[src/rtl/div_unit.sv]
// Multi-cycle radix-2 restoring divider for the execute stage (DIV/DIVU).
// Stalls the pipeline while iterating; ready pulses for one cycle with HI/LO results.
module div_unit #(
    parameter int WIDTH = 32,
    parameter int CNT_W = 6
) (
    input  logic             clk,
    input  logic             rst,
    input  logic             start,
    input  logic             signed_div,
    input  logic             annul,
    input  logic [WIDTH-1:0] opdata1,
    input  logic [WIDTH-1:0] opdata2,
    output logic [WIDTH-1:0] result_hi,
    output logic [WIDTH-1:0] result_lo,
    output logic             ready,
    output logic             stall_div
);

    typedef enum logic [1:0] {
        S_IDLE,
        S_DIVZERO,
        S_ON,
        S_DONE
    } state_t;

    localparam logic [CNT_W-1:0] LAST_ITER = CNT_W'(WIDTH - 1);

    state_t           r_state;
    logic [CNT_W-1:0] r_cnt;
    logic [WIDTH-1:0] r_rem;
    logic [WIDTH-1:0] r_quot;
    logic [WIDTH-1:0] r_divisor;
    logic             r_sign1;
    logic             r_sign2;
    logic             r_signed;
    logic [WIDTH-1:0] r_hi;
    logic [WIDTH-1:0] r_lo;
    logic             r_ready;

    logic [WIDTH-1:0] w_abs1;
    logic [WIDTH-1:0] w_abs2;
    logic [WIDTH:0]   w_shift;
    logic [WIDTH:0]   w_sub;
    logic             w_ge;
    logic [WIDTH-1:0] w_rem_next;
    logic [WIDTH-1:0] w_quot_next;
    logic [WIDTH-1:0] w_quot_final;
    logic [WIDTH-1:0] w_rem_final;

    assign w_abs1 = (signed_div && opdata1[WIDTH-1]) ? -opdata1 : opdata1;
    assign w_abs2 = (signed_div && opdata2[WIDTH-1]) ? -opdata2 : opdata2;

    // A set shifted-out MSB means the partial remainder already exceeds any divisor,
    // so the trial subtract only has to decide the case where that bit is clear.
    assign w_shift     = {r_rem, r_quot[WIDTH-1]};
    assign w_sub       = {1'b0, w_shift[WIDTH-1:0]} - {1'b0, r_divisor};
    assign w_ge        = w_shift[WIDTH] | ~w_sub[WIDTH];
    assign w_rem_next  = w_ge ? w_sub[WIDTH-1:0] : w_shift[WIDTH-1:0];
    assign w_quot_next = {r_quot[WIDTH-2:0], w_ge};

    assign w_quot_final = (r_signed && (r_sign1 ^ r_sign2)) ? -w_quot_next : w_quot_next;
    assign w_rem_final  = (r_signed && r_sign1) ? -w_rem_next : w_rem_next;

    // NOTE: sequential state uses non-blocking assignments so every register samples pre-edge values.
    always_ff @(posedge clk or negedge rst) begin
        if (!rst) begin
            r_state   <= S_IDLE;
            r_cnt     <= '0;
            r_rem     <= '0;
            r_quot    <= '0;
            r_divisor <= '0;
            r_sign1   <= 1'b0;
            r_sign2   <= 1'b0;
            r_signed  <= 1'b0;
            r_hi      <= '0;
            r_lo      <= '0;
            r_ready   <= 1'b0;
        end else begin
            r_ready <= 1'b0;
            case (r_state)
                S_IDLE: begin
                    if (start && !annul) begin
                        if (opdata2 == '0) begin
                            // Raw dividend parks in the quotient register until it becomes HI.
                            r_quot  <= opdata1;
                            r_state <= S_DIVZERO;
                        end else begin
                            r_rem     <= '0;
                            r_quot    <= w_abs1;
                            r_divisor <= w_abs2;
                            r_sign1   <= opdata1[WIDTH-1];
                            r_sign2   <= opdata2[WIDTH-1];
                            r_signed  <= signed_div;
                            r_cnt     <= '0;
                            r_state   <= S_ON;
                        end
                    end
                end
                S_DIVZERO: begin
                    if (annul) begin
                        r_state <= S_IDLE;
                    end else begin
                        r_lo    <= '1;
                        r_hi    <= r_quot;
                        r_ready <= 1'b1;
                        r_state <= S_DONE;
                    end
                end
                S_ON: begin
                    if (annul) begin
                        r_state <= S_IDLE;
                    end else begin
                        r_rem  <= w_rem_next;
                        r_quot <= w_quot_next;
                        r_cnt  <= r_cnt + 1'b1;
                        if (r_cnt == LAST_ITER) begin
                            r_lo    <= w_quot_final;
                            r_hi    <= w_rem_final;
                            r_ready <= 1'b1;
                            r_state <= S_DONE;
                        end
                    end
                end
                S_DONE: r_state <= S_IDLE;
                default: r_state <= S_IDLE;
            endcase
        end
    end

    assign result_hi = r_hi;
    assign result_lo = r_lo;
    assign ready     = r_ready;
    assign stall_div = rst && ((r_state == S_IDLE && start && !annul) ||
                               r_state == S_ON || r_state == S_DIVZERO);

endmodule
[config.mk]
export PLATFORM = sky130hd
export DESIGN_NAME = div_unit
export DESIGN_NICKNAME = d
export VERILOG_FILES = /design/src/rtl/div_unit.sv
export SDC_FILE = /design/constraint.sdc
export NUM_CORES = 1
export LEC_CHECK = 0
export CORE_ASPECT_RATIO = 0.8
export CORE_MARGIN = 8
export CORE_UTILIZATION = 30
export DETAILED_ROUTE_END_ITERATION = 12
export PLACE_DENSITY = 0.51
export SLEW_MARGIN = 10
export SYNTH_ARGS = -nofsm -noshare
export SYNTH_HDL_FRONTEND = slang
export SYNTH_SLANG_ARGS = --single-unit
[constraint.sdc]
create_clock -name clk -period 14.6 [get_ports clk]
set_input_delay 2.92 -clock clk [delete_from_list [all_inputs] [get_ports clk]]
set_output_delay 2.92 -clock clk [all_outputs]
set_load 0.05 [all_outputs]
# --- After elaboration in Yosys (flattened, before gate mapping) ---
# Cells that the tools add are included.
classes:
  add_sub_neg: 6
  n_eq_ne: 10
  mux: 35
  n_bitwise: 4
  n_reduce_logical: 20
ops:
  columns: ["op", "count"]
  rows:
  - ["two-way mux 32 bit", 17]
  - ["one-hot mux 32 bit (2 select lines)", 4]
  - ["negation 32 bit", 4]
  - ["subtractor 32 x 32 -> 33 bit", 1]
  - ["zero test 32 bit", 1]
  - ["two-way mux 6 bit", 3]
  - ["one-hot mux 6 bit (2 select lines)", 1]
  - ["two-way mux 2 bit", 5]
  - ["!= test 2 bit (second input constant)", 5]
  - ["logical AND 1 bit", 8]
  - ["one-hot mux 2 bit (4 select lines)", 1]
  - ["AND reduction 4 bit", 2]
  - ["adder 6 x 1 -> 6 bit (second input constant)", 1]
  - ["== test 6 x 5 -> 1 bit (second input constant)", 1]
  - ["AND reduction 3 bit", 2]
  - ["== test 2 bit (second input constant)", 2]
  - ["nonzero test 2 bit", 2]
  - ["two-way mux 1 bit", 3]
  - ["!= test 3 bit (second input constant)", 1]
  - ["== test 2 x 1 -> 1 bit (second input constant)", 1]
  - ["zero test 2 bit", 1]
  - ["logical OR 1 bit", 2]
  - ["inverter 1 bit", 2]
  - ["one-hot mux 1 bit (2 select lines)", 1]
  - ["other kinds (4)", 4]
word_totals:
  regBits: 172
  input_bits: 69
  word_cells: 86

# --- Depth between registers and ports, before layout ---
logic_depth:
  ltp_word: 9
  mapped_depth: 21

# --- Least setup slack after synthesis ---
# Ideal clock, no wire load.
synth_timing:
  path_type: "input to output"
  start: "in annul"
  end: "out stall_div"
  arrival_ns: 3.802
  slack_ns: 7.878
  stages: 3
  path_buffers: 1
  cell_sequence: "clkbuf_1 nor3b_1 o31a_1"
synth_between:
  elab_chain_len: 5
synth_rtl:
  columns: ["item", "line", "source"]
  rows:
  - ["start, declared", "11", "input logic annul,"]
  - ["zero test 1 bit", "134", "assign stall_div = rst && ((r_state == S_IDLE && start && !annul) ||"]
  - ["logical AND 1 bit", "134", null]
  - ["logical OR 1 bit", "134", null]
  - ["logical OR 1 bit", "135", "r_state == S_ON || r_state == S_DIVZERO);"]
  - ["logical AND 1 bit", "134", null]
  - ["end, declared", "17", "output logic stall_div"]
# Every way passes these cells.

# --- Worst setup path in the final report ---
# Same ends and word-level chain as after synthesis.

==> results.yml <==
run_status:
  outcome: "completed"
sta:
  report.final.hold_viol_count: 0
  holdWs_ns: 0.494
  slew_headroom_pct: 26.8
  tightestPinTransition_ns: 1.08
  finClkSkew_ns: 0.0155
  fin_crit_ns: 7.78
  setup_viol: 0
  period_share_pct: 53.3
  setup_tns_ns: 0
  slew_viol_final: 0
  max_freq_mhz: 128
  rsz0062_at_grt: "false"
synth:
  synth_common_cells: "nand2_1 (210), dfrtp_1 (172), o21ai_0 (128)"
  synth.top_cell.area_share_pct: 34.6
  ys_types: 69
  synth_most_common_cell: "nand2_1"
  synth_warnings: 0
  syn-instance-count: 1527
  yosys.area.top_type: "dfrtp_1"
  synthFlopType: "dfrtp_1"
  syn_nets: 1637
  async_flop_share_pct: 100
  syn_avg_cell_area_sq_um: 8.14
  synthesis.area_sq_um: 12400
  ys_seq_area_share_pct: 34.6
  ys_ff_latch: 172
  netlist_top_cells_area: "dfrtp_1 (35%), nand2_1 (6.3%), xor2_1 (5.6%)"
  synth_edf_count: 0
cts:
  worstSkewPairLatency_ns: 0.45
  cts.sinks: 172
  cts_max_level: 4
  postCtsSetupBuffers: 0
  cts_resized: 0
  cts_tree: "yes"
  clk_pin_slew_ns: 0.07
  cts_hold_buf: 0
  root_buffer: "clkbuf_16"
  cts.path.max_buffers: 2
  cts_buffers: 17
final_layout:
  synthToLayoutAreaGrowth_pct: 18.5
  antenna_cells: 0
  drive_gt1_share_pct: 4.66
  layout.nets: 1705
  fill_cells: 4288
routing:
  vias_per_cell: 5.26
  drt-initial-drc-count: 858
  drcViolationCount: 0
  drtPass1Iterations: 5
  wire_per_inst_microns: 18.3
  postRouteAntennaNets: 0
  num_vias: 11300
  wl_microns: 39400
critical_path:
  required_ns: 11.68
  start_kind: "input pin"
  cp_cell_sequence: "clkdlybuf4s50_1 > nor3b_1 > o31a_1 > clkdlybuf4s50_1"
  endpoint_kind: "output pin"
  reg2reg_slack_ns: 7.93
  reg2reg_depth: 19
  path_class: "input pin to output pin"
  cp_slowest_cell: "clkdlybuf4s50_1"
  critPathTopFamily: "buffers and inverters"
  max_stage_delay_ns: 0.81
  path_buf_inv: 2
  worstPathArrival_ns: 4.86
  regToRegEndpoint: "result_hi[28]$_DFFE_PN0P_"
  r2r-start: "r_quot[31]$_DFFE_PN0P_"
  crit_top_cell: "clkdlybuf4s50_1"
  path_max_fanout: 8
place:
  port_buffers: 134
  dp_hpwl_microns: 29600
  place.gp.congestion: 0.859
global_routing:
  grt_usage_pct: 16.3
  grt_max_degree: 77
  grt_pass1_vias: 11100
  globalRouteOverflowTotal: 0
  antenna_found_initial: 1
  grt_pass1_wl_microns: 63100
run:
  maxCapViolCount: 0
worst_hold_path:
  hp-class: "register to register"
  hold_end: "result_hi[5]$_DFFE_PN0P_"
  min_from: "result_hi[5]$_DFFE_PN0P_"
  holdPathStages: 2
floorplanning:
  placementRows: 66
  die_y_microns: 198
  initial_utilization_pct: 30.5
  die_w_microns: 244
  die-area_sq_um: 48200
  num_io_pins: 135
  fp.coreArea_sq_um: 40800
power:
  ir_worst_vdd_v: 0.000141
  p_leak_uw: 0.00594
  power_density_nw_per_um2: 202
stage by stage:
stage | cells | util [%] | instance area, sq um | worst slack (ns) | power [uW]
2_1_floorplan | 1527 | - | 12400 | 7.88 | 1980
3_3_place_gp | 2120 | 34.7 | 14100 | 6.89 | 2490
3_5_place_dp | 2120 | 34.7 | 14100 | 6.83 | 2510
4_1_cts | 2152 | 36.1 | 14700 | 6.83 | 2990
5_1_grt | 2152 | 36.1 | 14700 | 6.71 | 3190
6_report | 2152 | 36.1 | 14700 | 6.82 | 2970
worst max-delay path by stage:
stage / end / depth (start not counted) / startpoint / slack (ns)
floorplan: stall_div / 3 / annul / 7.88
global placement: stall_div / 4 / annul / 6.89
detailed placement: stall_div / 4 / annul / 6.83
CTS: stall_div / 4 / annul / 6.83
global route: stall_div / 4 / annul / 6.71
finish: stall_div / 4 / annul / 6.82
cell type report:
cell class / instances / area (sq um) / share of cell area [%]
multi-input combinational: 1204 / 7530 / 51.1
sequential: 172 / 4300 / 29.2
timing repair buffer: 145 / 1430 / 9.68
tap: 544 / 681 / 4.62
clock buffer: 17 / 425 / 2.89
inverter: 55 / 206 / 1.40
clock inverter: 15 / 160 / 1.09
cells by family (layout without fill, tap and decap cells):
kind of cell / Yosys count / after routing / synth area share (%)
AND/OR/NAND/NOR: 503 / 503 / 18.6
adder cells (fa/ha/maj): 41 / 41 / 4.19
flip-flops: 172 / 172 / 34.6
AO/OA/AOI/OAI: 476 / 476 / 24.1
XOR/XNOR: 142 / 142 / 10.0
multiplexers: 42 / 42 / 3.45
buffers and inverters: 151 / 232 / 4.97
flip-flops by register name, indices dropped and copies added, names as in the netlist:
| register | cells |
|---|---|
| result_hi | 32 |
| r_rem | 32 |
| r_divisor | 32 |
| ready | 1 |
| r_quot | 32 |
| r_signed | 1 |
| result_lo | 32 |
| r_state | 2 |
| r_sign2 | 1 |
| r_cnt | 6 |
| r_sign1 | 1 |
layer usage:
metal  global-route usage (%)  vias to the layer above  routed length (microns)
met2                     26.1                      218                    18000
met5                        0                        -                       13
met3                     3.03                       34                     1570
met1                     22.8                     5451                    19300
met4                     3.13                        2                      495
li1                         -                     5617                        -
layout by cell type (no fill, tap or decap), types with 15 or more instances in the layout:
cell and n:
clkdlybuf4s50_1 133, dfrtp_1 172, nand2_1 210, nor2_1 119, ha_1 39, o31ai_1 41
o22a_1 29, xor2_1 79, o21ai_1 32, a21o_1 16, a31oi_1 30, or4_1 15
o21ai_0 128, inv_1 53, nand3_1 27, a21oi_1 108, xnor2_1 63, nor3_1 38
nor4_1 16, clkbuf_16 17, mux2i_1 35
worst reg2reg max path: cells and delay by family, from the launching register on:
family / cells / cell delay, ns
adder cells (fa/ha/maj): 3 / 1.12
buffers and inverters: 2 / 0.72
AO/OA/AOI/OAI: 7 / 2.16
flip-flops: 1 / 0.38
AND/OR/NAND/NOR: 6 / 1.86
XOR/XNOR: 1 / 0.29
where the power goes:
part           leakage, uW  internal [uW]  switching, uW
clock network     0.000290            255            218
logic              0.00354            594           1100
registers          0.00211            650            156
total              0.00594           1500           1470
(Power assumes the default switching activity.)
